$ cat src/rtl/relu_array_pipe.sv
// Two-stage valid/accept ReLU pipeline over NUM_NODES x NUM_FEAT signed elements with frame sparsity.
// Define RELU_LEAKY_EN to scale negative inputs by an arithmetic right shift instead of zeroing them.
module relu_array_pipe #(
  parameter int unsigned DATA_W        = 5,
  parameter int unsigned NUM_NODES     = 4,
  parameter int unsigned NUM_FEAT      = 4,
  parameter int unsigned VEC_PER_FRAME = 4,
  parameter int unsigned LEAKY_SHIFT   = 3,
  localparam int unsigned NUM_EL = NUM_NODES * NUM_FEAT,
  localparam int unsigned VEC_W  = NUM_EL * DATA_W,
  localparam int unsigned ZCNT_W = $clog2(NUM_EL * VEC_PER_FRAME + 1)
) (
  input  logic              clk,
  input  logic              rst,
  input  logic              in_ready,
  output logic              in_accept,
  input  logic [VEC_W-1:0]  in_data,
  output logic              relu_ready,
  input  logic              out_accept,
  output logic [VEC_W-1:0]  out_data,
  output logic              frame_done,
  output logic [ZCNT_W-1:0] zero_cnt
);

  localparam int unsigned CNT_W  = $clog2(NUM_EL + 1);
  localparam int unsigned FCNT_W = (VEC_PER_FRAME > 1) ? $clog2(VEC_PER_FRAME) : 1;

  logic              v0_q, v1_q;
  logic [VEC_W-1:0]  d0_q, d1_q, relu_d;
  logic [CNT_W-1:0]  vzero_d, vzero_q;
  logic [FCNT_W-1:0] fcnt_q;
  logic [ZCNT_W-1:0] acc_q, zero_cnt_q, acc_sum;
  logic              frame_done_q;
  logic              adv0, adv1, in_xfer, out_xfer, last_xfer;

  assign adv1      = !v1_q || out_accept;
  assign adv0      = !v0_q || adv1;
  assign in_accept = adv0;
  assign in_xfer   = in_ready && adv0;
  assign out_xfer  = v1_q && out_accept;
  assign last_xfer = out_xfer && (fcnt_q == FCNT_W'(VEC_PER_FRAME - 1));
  assign acc_sum   = acc_q + ZCNT_W'(vzero_q);

  assign relu_ready = v1_q;
  assign out_data   = d1_q;
  assign frame_done = frame_done_q;
  assign zero_cnt   = zero_cnt_q;

`ifndef RELU_LEAKY_EN
  logic unused_leaky;
  assign unused_leaky = ^LEAKY_SHIFT;
`endif

  // Element-wise ReLU on stage 0 contents; count outputs that end up exactly zero.
  always_comb begin
    logic signed [DATA_W-1:0] elem;
    logic signed [DATA_W-1:0] res;
    elem    = '0;
    res     = '0;
    relu_d  = '0;
    vzero_d = '0;
    for (int i = 0; i < int'(NUM_EL); i++) begin
      elem = $signed(d0_q[i*DATA_W +: DATA_W]);
      if (elem[DATA_W-1]) begin
`ifdef RELU_LEAKY_EN
        res = elem >>> LEAKY_SHIFT;
`else
        res = '0;
`endif
      end else begin
        res = elem;
      end
      relu_d[i*DATA_W +: DATA_W] = res;
      if (res == '0) vzero_d = vzero_d + CNT_W'(1);
    end
  end

  always_ff @(posedge clk or posedge rst) begin
    if (rst) begin
      v0_q    <= 1'b0;
      d0_q    <= '0;
      v1_q    <= 1'b0;
      d1_q    <= '0;
      vzero_q <= '0;
    end else begin
      if (adv0) v0_q <= in_ready;
      if (in_xfer) d0_q <= in_data;
      if (adv1) v1_q <= v0_q;
      if (adv1 && v0_q) begin
        d1_q    <= relu_d;
        vzero_q <= vzero_d;
      end
    end
  end

  always_ff @(posedge clk or posedge rst) begin
    if (rst) begin
      fcnt_q       <= '0;
      acc_q        <= '0;
      zero_cnt_q   <= '0;
      frame_done_q <= 1'b0;
    end else begin
      frame_done_q <= last_xfer;
      if (last_xfer) begin
        fcnt_q     <= '0;
        acc_q      <= '0;
        zero_cnt_q <= acc_sum;
      end else if (out_xfer) begin
        fcnt_q <= fcnt_q + FCNT_W'(1);
        acc_q  <= acc_sum;
      end
    end
  end

endmodule

$ cat config.mk
export PLATFORM = sky130hd
export DESIGN_NAME = relu_array_pipe
export DESIGN_NICKNAME = d
export VERILOG_FILES = /design/src/rtl/relu_array_pipe.sv
export SDC_FILE = /design/constraint.sdc
export NUM_CORES = 1
export LEC_CHECK = 0
export BUFFER_PORTS_ARGS = -buffer_cell sky130_fd_sc_hd__buf_4
export CAP_MARGIN = 20
export CELL_PAD_IN_SITES_DETAIL_PLACEMENT = 2
export CELL_PAD_IN_SITES_GLOBAL_PLACEMENT = 2
export CORE_MARGIN = 5
export CORE_UTILIZATION = 36
export DETAILED_ROUTE_END_ITERATION = 8
export PLACE_DENSITY = 0.83
export RECOVER_POWER = 100
export SKIP_CTS_REPAIR_TIMING = 1
export SLEW_MARGIN = 20
export SYNTH_ARGS = -nofsm -noshare
export SYNTH_HDL_FRONTEND = slang
export SYNTH_SLANG_ARGS = --single-unit
$ cat constraint.sdc
create_clock -name clk -period 11.6 [get_ports clk]
set_input_delay 1.16 -clock clk [delete_from_list [all_inputs] [get_ports clk]]
set_output_delay 1.16 -clock clk [all_outputs]
set_load 0.01 [all_outputs]
; ---- Word level (Yosys, flattened, before mapping)
; Cells that the tools add are included.
; Widths: inputs -> output; s select.
[word_totals]
reg_bits = 184
latch_bits = 0
ramBits = 0
mem_bits_ro = 0
in_bits = 84
out_inout_bits = 90
elab_cells = 88
memories = 0
[op_classes]
add_sub_neg = 17
n_mul = 0
div_mod_pow = 0
order_cmp = 0
n_eq_ne = 1
shifts = 0
muxes = 36
n_bitwise = 0
reduce_logical = 25
[op_table]
columns = op, count
row1 = $logic_not 5->1, 16
row2 = $add 5x1->5 const B, 15
row3 = $mux 5, 15
row4 = $mux 4, 16
row5 = $mux 7, 2
row6 = $add 7x5->7, 1
row7 = $logic_and 1x1->1, 4
row8 = $mux 2, 2
row9 = $add 2x1->2 const B, 1
row10 = $eq 2x2->1 const B, 1
row11 = $logic_not 1->1, 2
row12 = $logic_or 1x1->1, 2
row13 = $reduce_bool 2->1, 1
row14 = $mux 1, 1

; ---- Depth between registers and ports, before layout
; Gate-level depths: netlist of run 1.
[depth]
word_depth = 33
ltp_mapped = 51
mapped_depth_nobuf = 51

; ---- Worst setup path after synthesis of run 1
; Ideal clock, no wire load.
[synth_timing]
path_type = reg2reg
from = register d0_q[4]
to = register vzero_q[4]
setup_ps = 126
arrival_ps = 8912
required_time_ps = 11474
slack_ps = 2561
stages_incl_launch_ff = 47
n_path_buf = 0
synth_period_minus_slack_ps = 9039
cell_sequence = dfrtp_1 -> or2_2 -> ha_1 -> xnor2_4 -> ha_1 -> o21ai_0 -> o21a_1 -> inv_1 -> ha_1 -> o21ba_2 -> a21oi_1 -> ha_1 -> o21ba_2 -> a21o_1 -> a21oi_1 -> xor2_1 -> nor2_1 -> nor2_1 -> (+11 left out) -> nand2_1 -> o21ai_0 -> ha_1 -> nand2_1 -> o21ai_0 -> nand2_1 -> o21ai_0 -> xor2_1 -> mux2_2 -> ha_1 -> o21ai_0 -> xnor3_1 -> xor2_1 -> or2_2 -> or3_1 -> nand3_1 -> a2111oi_1 -> a311o_1
[synth_via]
elab_chain_len = 33
[synth_rtl]
columns = element, line
row1 = start: declaration, 29  ; logic [VEC_W-1:0] d0_q, d1_q, relu_d;
row2 = start signal: assignment, 87  ; if (in_xfer) d0_q <= in_data;
row3 = $mux 4 *, 64  ; if (elem[DATA_W-1]) begin
row4 = $logic_not 5->1 *, 74  ; if (res == '0) vzero_d = vzero_d + CNT_W'(1);
row5 = $mux 1 *, 74
row6 = $add 5x1->5, 74
row7 = $mux 5 *, 74
row8 = $add 5x1->5, 74
row9 = $mux 5 *, 74
row10 = $add 5x1->5, 74
row11 = (+17 left out), -
row12 = $add 5x1->5, 74
row13 = $mux 5 *, 74
row14 = $add 5x1->5, 74
row15 = $mux 5 *, 74
row16 = $add 5x1->5, 74
row17 = $mux 5 *, 74
row18 = $add 5x1->5, 74
row19 = $mux 5 *, 74
row20 = end signal: assignment, 91  ; vzero_q <= vzero_d;
row21 = end: declaration, 30  ; logic [CNT_W-1:0] vzero_d, vzero_q;
; Mark *: on every way between the ends. The rest lies on a longest branch, timed or not.
; A chain may end at the register's enable or synchronous reset.

; ---- Worst setup path after layout of run 1
[layout_timing]
from = register d0_q[12]
to = register vzero_q[4]
[layout_via]
elab_chain_len = 29
[layout_rtl]
columns = element, line
row1 = $mux 4 *, 64
row2 = $logic_not 5->1 *, 74
row3 = $mux 5 *, 74
row4 = $add 5x1->5, 74
row5 = $mux 5 *, 74
row6 = $add 5x1->5, 74
row7 = $mux 5 *, 74
row8 = $add 5x1->5, 74
row9 = (+13 left out), -
row10 = $add 5x1->5, 74
row11 = $mux 5 *, 74
row12 = $add 5x1->5, 74
row13 = $mux 5 *, 74
row14 = $add 5x1->5, 74
row15 = $mux 5 *, 74
row16 = $add 5x1->5, 74
row17 = $mux 5 *, 74
; Marks and branches as above.

==> flow_metrics.py, run 1 <==
metrics = {
    "status": {
        "status": "finished, violations left",
        "violations": "max-capacitance violations, max-slew violations",
    },
    "worst_setup_path": {
        "worstPathRequired_ns": 11.90,
        "crit_path_start_kind": "register",
        "crit_buf_inv": 1,
        "r2r_cells": 48,
        "critPathKind": "register to register",
        "slowest_delay_ns": 0.62,
        "arrival_ns": 11.00,
        "critical_path_peak_fanout": 5,
        "r2r_setup_slack_ns": 0.90,
        "cpMostUsedCell": "o21ai_0",
        "r2r_start": "d0_q[12]",
        "reg2reg_to": "vzero_q[4]",
        "critical-path-top-delay-family": "compound AO/OA/AOI/OAI gates",
        "cp-startpoint": "d0_q[12]",
        "slowest_stage": "or4_1",
        "worst_setup_path_end_kind": "register",
    },
    "layout": {
        "fin_cells": 1339,
        "area_growth_syn_to_layout_pct": 18.9,
        "final_layout_size_suffix_gt1_share_pct": 23.2,
        "num_antenna_cells": 0,
        "fin_nets": 1103,
    },
    "synth": {
        "ys_seq_elements": 168,
        "yosys_warnings": 0,
        "yosysTopAreaCellShare_pct": 46.7,
        "synth_most_common_cell": "dfrtp_1",
        "syn_area_um2": 9010,
        "synth_edf_count": 0,
        "synth_top_area_cell": "dfrtp_1",
        "synthTopCellsByCount": "168 x dfrtp_1, 106 x nand2_1, 104 x o21ai_0, 86 x mux2_2, 63 x nand2b_1",
        "synthDistinctLibCells": 75,
        "syn_inst": 848,
        "async_flop_share_pct": 100,
        "synth_area_per_cell_um2": 10.6,
        "yosys_most_used_dff": "dfrtp_1",
        "synth_area_leaders": "dfrtp_1 47%, mux2_2 11%, o21ai_0 5.8%, nand2_1 4.4%, nand2b_1 4.4%",
        "seq_area_frac_synth_pct": 46.7,
    },
    "clock_tree": {
        "clockBufferDepth": 2,
        "cts.sinks": 168,
        "cts_tree": "done",
        "cts_root_buffer": "clkbuf_16",
        "htreeDepth": 4,
        "clk_pin_slew_ns": 0.07,
        "clk_latency_ns": 0.43,
        "cts_buffers": 17,
    },
    "drt": {
        "drt_iter0_drc": 282,
        "drt_first_pass_iters": 4,
        "drtAntennaViolNets": 0,
        "drt-total-wl_um": 24600,
        "drc": 0,
        "avgRoutedWirePerCell_um": 18.4,
        "viasPerCell": 5.09,
        "vias": 6818,
    },
    "place": {
        "gp_congestion": 0.820,
        "place_inst": 1307,
        "port_buffers": 157,
        "dp_hpwl_um": 17600,
        "pre_cts_ws_ns": 1.32,
    },
    "sta": {
        "fin_worst_skew_ns": 0.0137,
        "setup_violations": 0,
        "tns_ns": 0,
        "rsz0062_at_grt": "false",
        "drv_slew": 276,
        "worst_pin_slew_ns": 4.32,
        "fin_crit_ns": 10.70,
        "finalHoldViolations": 0,
        "worst_slack_ns": 0.899,
        "slew_headroom_pct": -188,
        "fmax_mhz": 93.4,
        "fin_crit_sh_pct": 92.3,
    },
    "floorplan": {
        "io_pins": 174,
        "start_util_pct": 36.2,
        "die_w_um": 168,
        "die_area_um2": 28300,
        "fp-row-count": 58,
        "dieHeight_um": 168,
        "core_um2": 24900,
    },
    "power": {
        "vdd.ir_drop.worst_uv": 236,
        "switching_share_pct": 45.9,
        "powerDensity_nw_per_um2": 351,
        "pwr-share-clk_pct": 14.8,
        "p_seq_share_pct": 21.4,
        "comb_power_share_pct": 63.7,
        "p_int_w": 0.00203,
        "p_leak_nw": 4.64,
        "p_sw_w": 0.00173,
    },
    "hold_path": {
        "min_path_cells": 2,
        "min_to": "out_data[5]",
        "min_path_type": "register to register",
        "hold_start": "out_data[5]",
    },
    "global_route": {
        "overflow": 0,
        "grt.total_usage_pct": 17.3,
        "grt_pass1_wl_um": 40100,
        "grt_max_degree": 108,
        "antenna_found_initial": 0,
        "grt_pass1_vias": 7637,
    },
    "flow_run": {
        "cap_violations": 4,
    },
}
-- kinds of logic after synthesis --
| family | share of synthesized area (%) |
|---|---|
| and+or+nand+nor | 16.7 |
| AOI/OAI and AO/OA | 12.1 |
| DFF | 46.7 |
| muxes | 10.9 |
| buffers and inverters | 3.04 |
| xor gates and xnor gates | 7.44 |
| adders and majority gates | 3.14 |
| other | 0.0416 |
-- registers in the layout, indices dropped and copies added, names as in the netlist --
register / flops
zero_cnt: 7
d0_q: 80
relu_ready: 1
v0_q: 1
out_data: 64
fcnt_q: 2
vzero_q: 5
acc_q: 7
frame_done: 1
-- metrics by stage --
step	util (%)	total power [W]	instance area, um2	hold slack (ns)
3_3_place_gp	42.0	0.00309	10500	0.464
4_1_cts	44.3	0.00385	11000	0.491
5_1_grt	43.1	0.00408	10700	0.509
3_5_place_dp	42.0	0.00323	10500	0.475
2_1_floorplan	-	0.00263	9070	0.454
6_report	43.1	0.00376	10700	0.482
-- worst min-delay path, delay by kind of cell, from the launching register on --
family / cells / cell delay (ns)
flops: 1 / 0.34
compound gates: 1 / 0.06
simple gates: 1 / 0.05
-- layout by cell type (no fill, tap or decap), types with 19 or more instances in the layout --
cell      instances
nor2_1           34
nand2_1         106
a21oi_1          19
nand2b_1         63
buf_4            82
clkbuf_1         77
dfrtp_1         168
xnor2_1          21
ha_1             21
mux2_2           83
o21ai_0         104
-- metal layers --
metal  track usage, %  wire length (um)
met5                0                 0
met4             3.78               235
met3             3.15               720
met2             30.5             12700
met1             22.2             11000
-- worst max-delay path by stage --
stage	cells after the start	to
floorplan	46	vzero_q[4]
global placement	50	vzero_q[4]
detailed placement	50	vzero_q[4]
CTS	50	vzero_q[4]
global route	50	vzero_q[4]
finish	48	vzero_q[4]
-- power groups by stage --
stage	clock network, W	registers [W]	logic [W]
detailed placement	0	0.000820	0.00241
finish	0.000557	0.000807	0.00240
floorplan	0	0.000815	0.00181
global placement	0	0.000811	0.00228
CTS	0.000575	0.000811	0.00246
global route	0.000598	0.000825	0.00266
-- cell type report --
type	count	area, um2
Clock buffer	18	439
Clock inverter	13	121
Fill cell	2699	14200
Inverter	12	46.3
Multi-Input combinational cell	638	4580
Sequential cell	168	4200
Tap cell	330	413
Timing Repair Buffer	160	912
Power figures use the tool's default switching activity.
==> run 2: changes to the inputs <==
==> config.mk (replaced) <==
export PLATFORM = sky130hd
export DESIGN_NAME = relu_array_pipe
export DESIGN_NICKNAME = d
export VERILOG_FILES = /design/src/rtl/relu_array_pipe.sv
export SDC_FILE = /design/constraint.sdc
export NUM_CORES = 1
export LEC_CHECK = 0
export ABC_AREA = 1
export BUFFER_PORTS_ARGS = -buffer_cell sky130_fd_sc_hd__buf_4
export CAP_MARGIN = 20
export CELL_PAD_IN_SITES_DETAIL_PLACEMENT = 2
export CELL_PAD_IN_SITES_GLOBAL_PLACEMENT = 2
export CORE_MARGIN = 5
export CORE_UTILIZATION = 33
export DETAILED_ROUTE_END_ITERATION = 8
export PLACE_DENSITY = 0.82
export RECOVER_POWER = 100
export SKIP_CTS_REPAIR_TIMING = 1
export SLEW_MARGIN = 30
export SYNTH_ARGS = -nofsm -noshare
export SYNTH_HDL_FRONTEND = slang
export SYNTH_SLANG_ARGS = --single-unit
==> flow_metrics.py, run 2 <==
metrics = {
    "floorplan": {
        "die_area_um2": 30200,
        "fp-row-count": 60,
        "die_w_um": 174,
        "core_um2": 26700,
        "dieHeight_um": 174,
        "start_util_pct": 33.1,
        "io_pins": 174,
    },
    "synth": {
        "syn_area_um2": 8860,
        "synth_top_area_cell": "dfrtp_1",
        "synth_edf_count": 0,
        "synth_area_leaders": "dfrtp_1 47%, nand2_1 10%, mux2_2 5.8%, inv_1 5.0%, o21ai_0 3.6%",
        "yosysTopAreaCellShare_pct": 47.5,
        "ys_seq_elements": 168,
        "synth_area_per_cell_um2": 8.62,
        "synthTopCellsByCount": "243 x nand2_1, 168 x dfrtp_1, 118 x inv_1, 68 x nor2_1, 64 x o21ai_0",
        "yosys_most_used_dff": "dfrtp_1",
        "synth_most_common_cell": "nand2_1",
        "seq_area_frac_synth_pct": 47.5,
        "synthDistinctLibCells": 42,
        "yosys_warnings": 0,
        "async_flop_share_pct": 100,
        "syn_inst": 1028,
    },
    "clock_tree": {
        "clk_pin_slew_ns": 0.07,
        "htreeDepth": 4,
        "cts.sinks": 168,
        "clockBufferDepth": 2,
        "cts_buffers": 17,
        "cts_root_buffer": "clkbuf_16",
        "cts_tree": "done",
        "clk_latency_ns": 0.44,
    },
    "worst_setup_path": {
        "cpMostUsedCell": "nand2_1",
        "critPathKind": "register to register",
        "worstPathRequired_ns": 11.92,
        "arrival_ns": 8.50,
        "critical_path_peak_fanout": 6,
        "crit_buf_inv": 5,
        "slowest_stage": "dfrtp_1",
        "critical-path-top-delay-family": "simple AND/OR/NAND/NOR gates",
        "r2r_setup_slack_ns": 3.42,
        "worst_setup_path_end_kind": "register",
        "crit_path_start_kind": "register",
        "slowest_delay_ns": 0.45,
    },
    "sta": {
        "slew_headroom_pct": -149,
        "worst_pin_slew_ns": 3.74,
        "tns_ns": 0,
        "hold_ws_ns": 0.482,
        "fmax_mhz": 122,
        "setup_violations": 0,
        "fin_worst_skew_ns": 0.0201,
        "rsz0062_at_grt": "false",
        "fin_crit_ns": 8.18,
        "finalHoldViolations": 0,
        "fin_crit_sh_pct": 70.5,
        "drv_slew": 393,
    },
    "drt": {
        "drc": 0,
        "drt_first_pass_iters": 4,
        "viasPerCell": 4.87,
        "drtAntennaViolNets": 0,
        "drt-total-wl_um": 26500,
        "drt_iter0_drc": 240,
        "vias": 7475,
        "avgRoutedWirePerCell_um": 17.2,
    },
    "flow_run": {
        "cap_violations": 6,
    },
    "power": {
        "powerDensity_nw_per_um2": 259,
        "vdd.ir_drop.worst_uv": 103,
        "p_leak_nw": 5.34,
        "p_total_w": 0.00276,
    },
    "place": {
        "dp_hpwl_um": 19800,
        "gp_congestion": 0.752,
        "port_buffers": 157,
    },
    "global_route": {
        "grt_max_degree": 83,
        "grt_pass1_vias": 8415,
        "grt.total_usage_pct": 17.8,
        "grt_pass1_wl_um": 44100,
        "antenna_found_initial": 0,
        "overflow": 0,
    },
    "layout": {
        "regMostFlops": "d0_q",
        "largest_register_ffs": 80,
        "area_growth_syn_to_layout_pct": 20.4,
        "layout_commonest_cell": "nand2_1",
        "fin_nets": 1286,
        "finish.utilization_pct": 39.9,
        "final_layout_size_suffix_gt1_share_pct": 22.5,
        "final_cell_mix": "244 x nand2_1, 168 x dfrtp_1, 117 x inv_1",
        "num_antenna_cells": 0,
    },
    "status": {
        "status": "finished, violations left",
        "violations": "max-capacitance violations, max-slew violations",
    },
    "hold_path": {
        "min_path_type": "register to register",
    },
}
==> run 2: area by class of cell <==
| cell class | instances | area [um2] |
|---|---|---|
| fillers | 3091 | 16100 |
| flip-flops and latches | 168 | 4200 |
| multi-input cells | 699 | 3980 |
| repair buffers | 161 | 916 |
| inverters | 133 | 503 |
| well taps | 341 | 427 |
| clock buffers | 17 | 425 |
| clock inverters | 15 | 204 |
==> run 2: worst min-delay path, cell delays in order (launching register included) <==
cell and delay (ns):
dfrtp_1 0.35, nand2_1 0.05, o31ai_1 0.05
==> run 2: power by group <==
part / internal (W) / switching (W)
registers: 0.000717 / 0.0000848
clock network: 0.000313 / 0.000291
logic: 0.000468 / 0.000889
total: 0.00150 / 0.00126
==> run 2: metal layers <==
layer / part of all wire (%) / GRT usage [%]
met5: 0 / 0
met4: 1.5 / 4.26
met3: 4.0 / 4.01
met2: 53 / 32.8
met1: 42 / 21.0
==> run 2: cells by family after synthesis <==
group	Yosys count	synth area share, %
XOR/XNOR	8	0.791
AO/OA/AOI/OAI	145	9.49
buffers and inverters	176	8.21
other	1	0.0423
multiplexers	46	5.85
flip-flops	168	47.5
AND/OR/NAND/NOR	462	25.0
adder cells (fa/ha/maj)	22	3.19
==> run 2: path summary, 6_finish.rpt <==
check,start,end,cells after the start
worst max-delay path,d0_q[9],vzero_q[4],47
worst min-delay path,out_data[77],out_data[77],2
worst max register to register,d0_q[9],vzero_q[4],47
worst min register to register,out_data[77],out_data[77],2
max in group asynchronous,rst,d0_q[56],4
min in group asynchronous,rst,d0_q[28],2
==> run 2: metrics by stage <==
stage / cell area (um2) / cells / setup WS [ns]
after detailed placement: 10400 / 1502 / 3.62
after CTS: 11000 / 1534 / 3.50
after global placement: 10300 / 1502 / 3.93
after floorplan: 8910 / 1043 / 4.53
final: 10700 / 1534 / 3.42
after global routing: 10700 / 1534 / 2.51
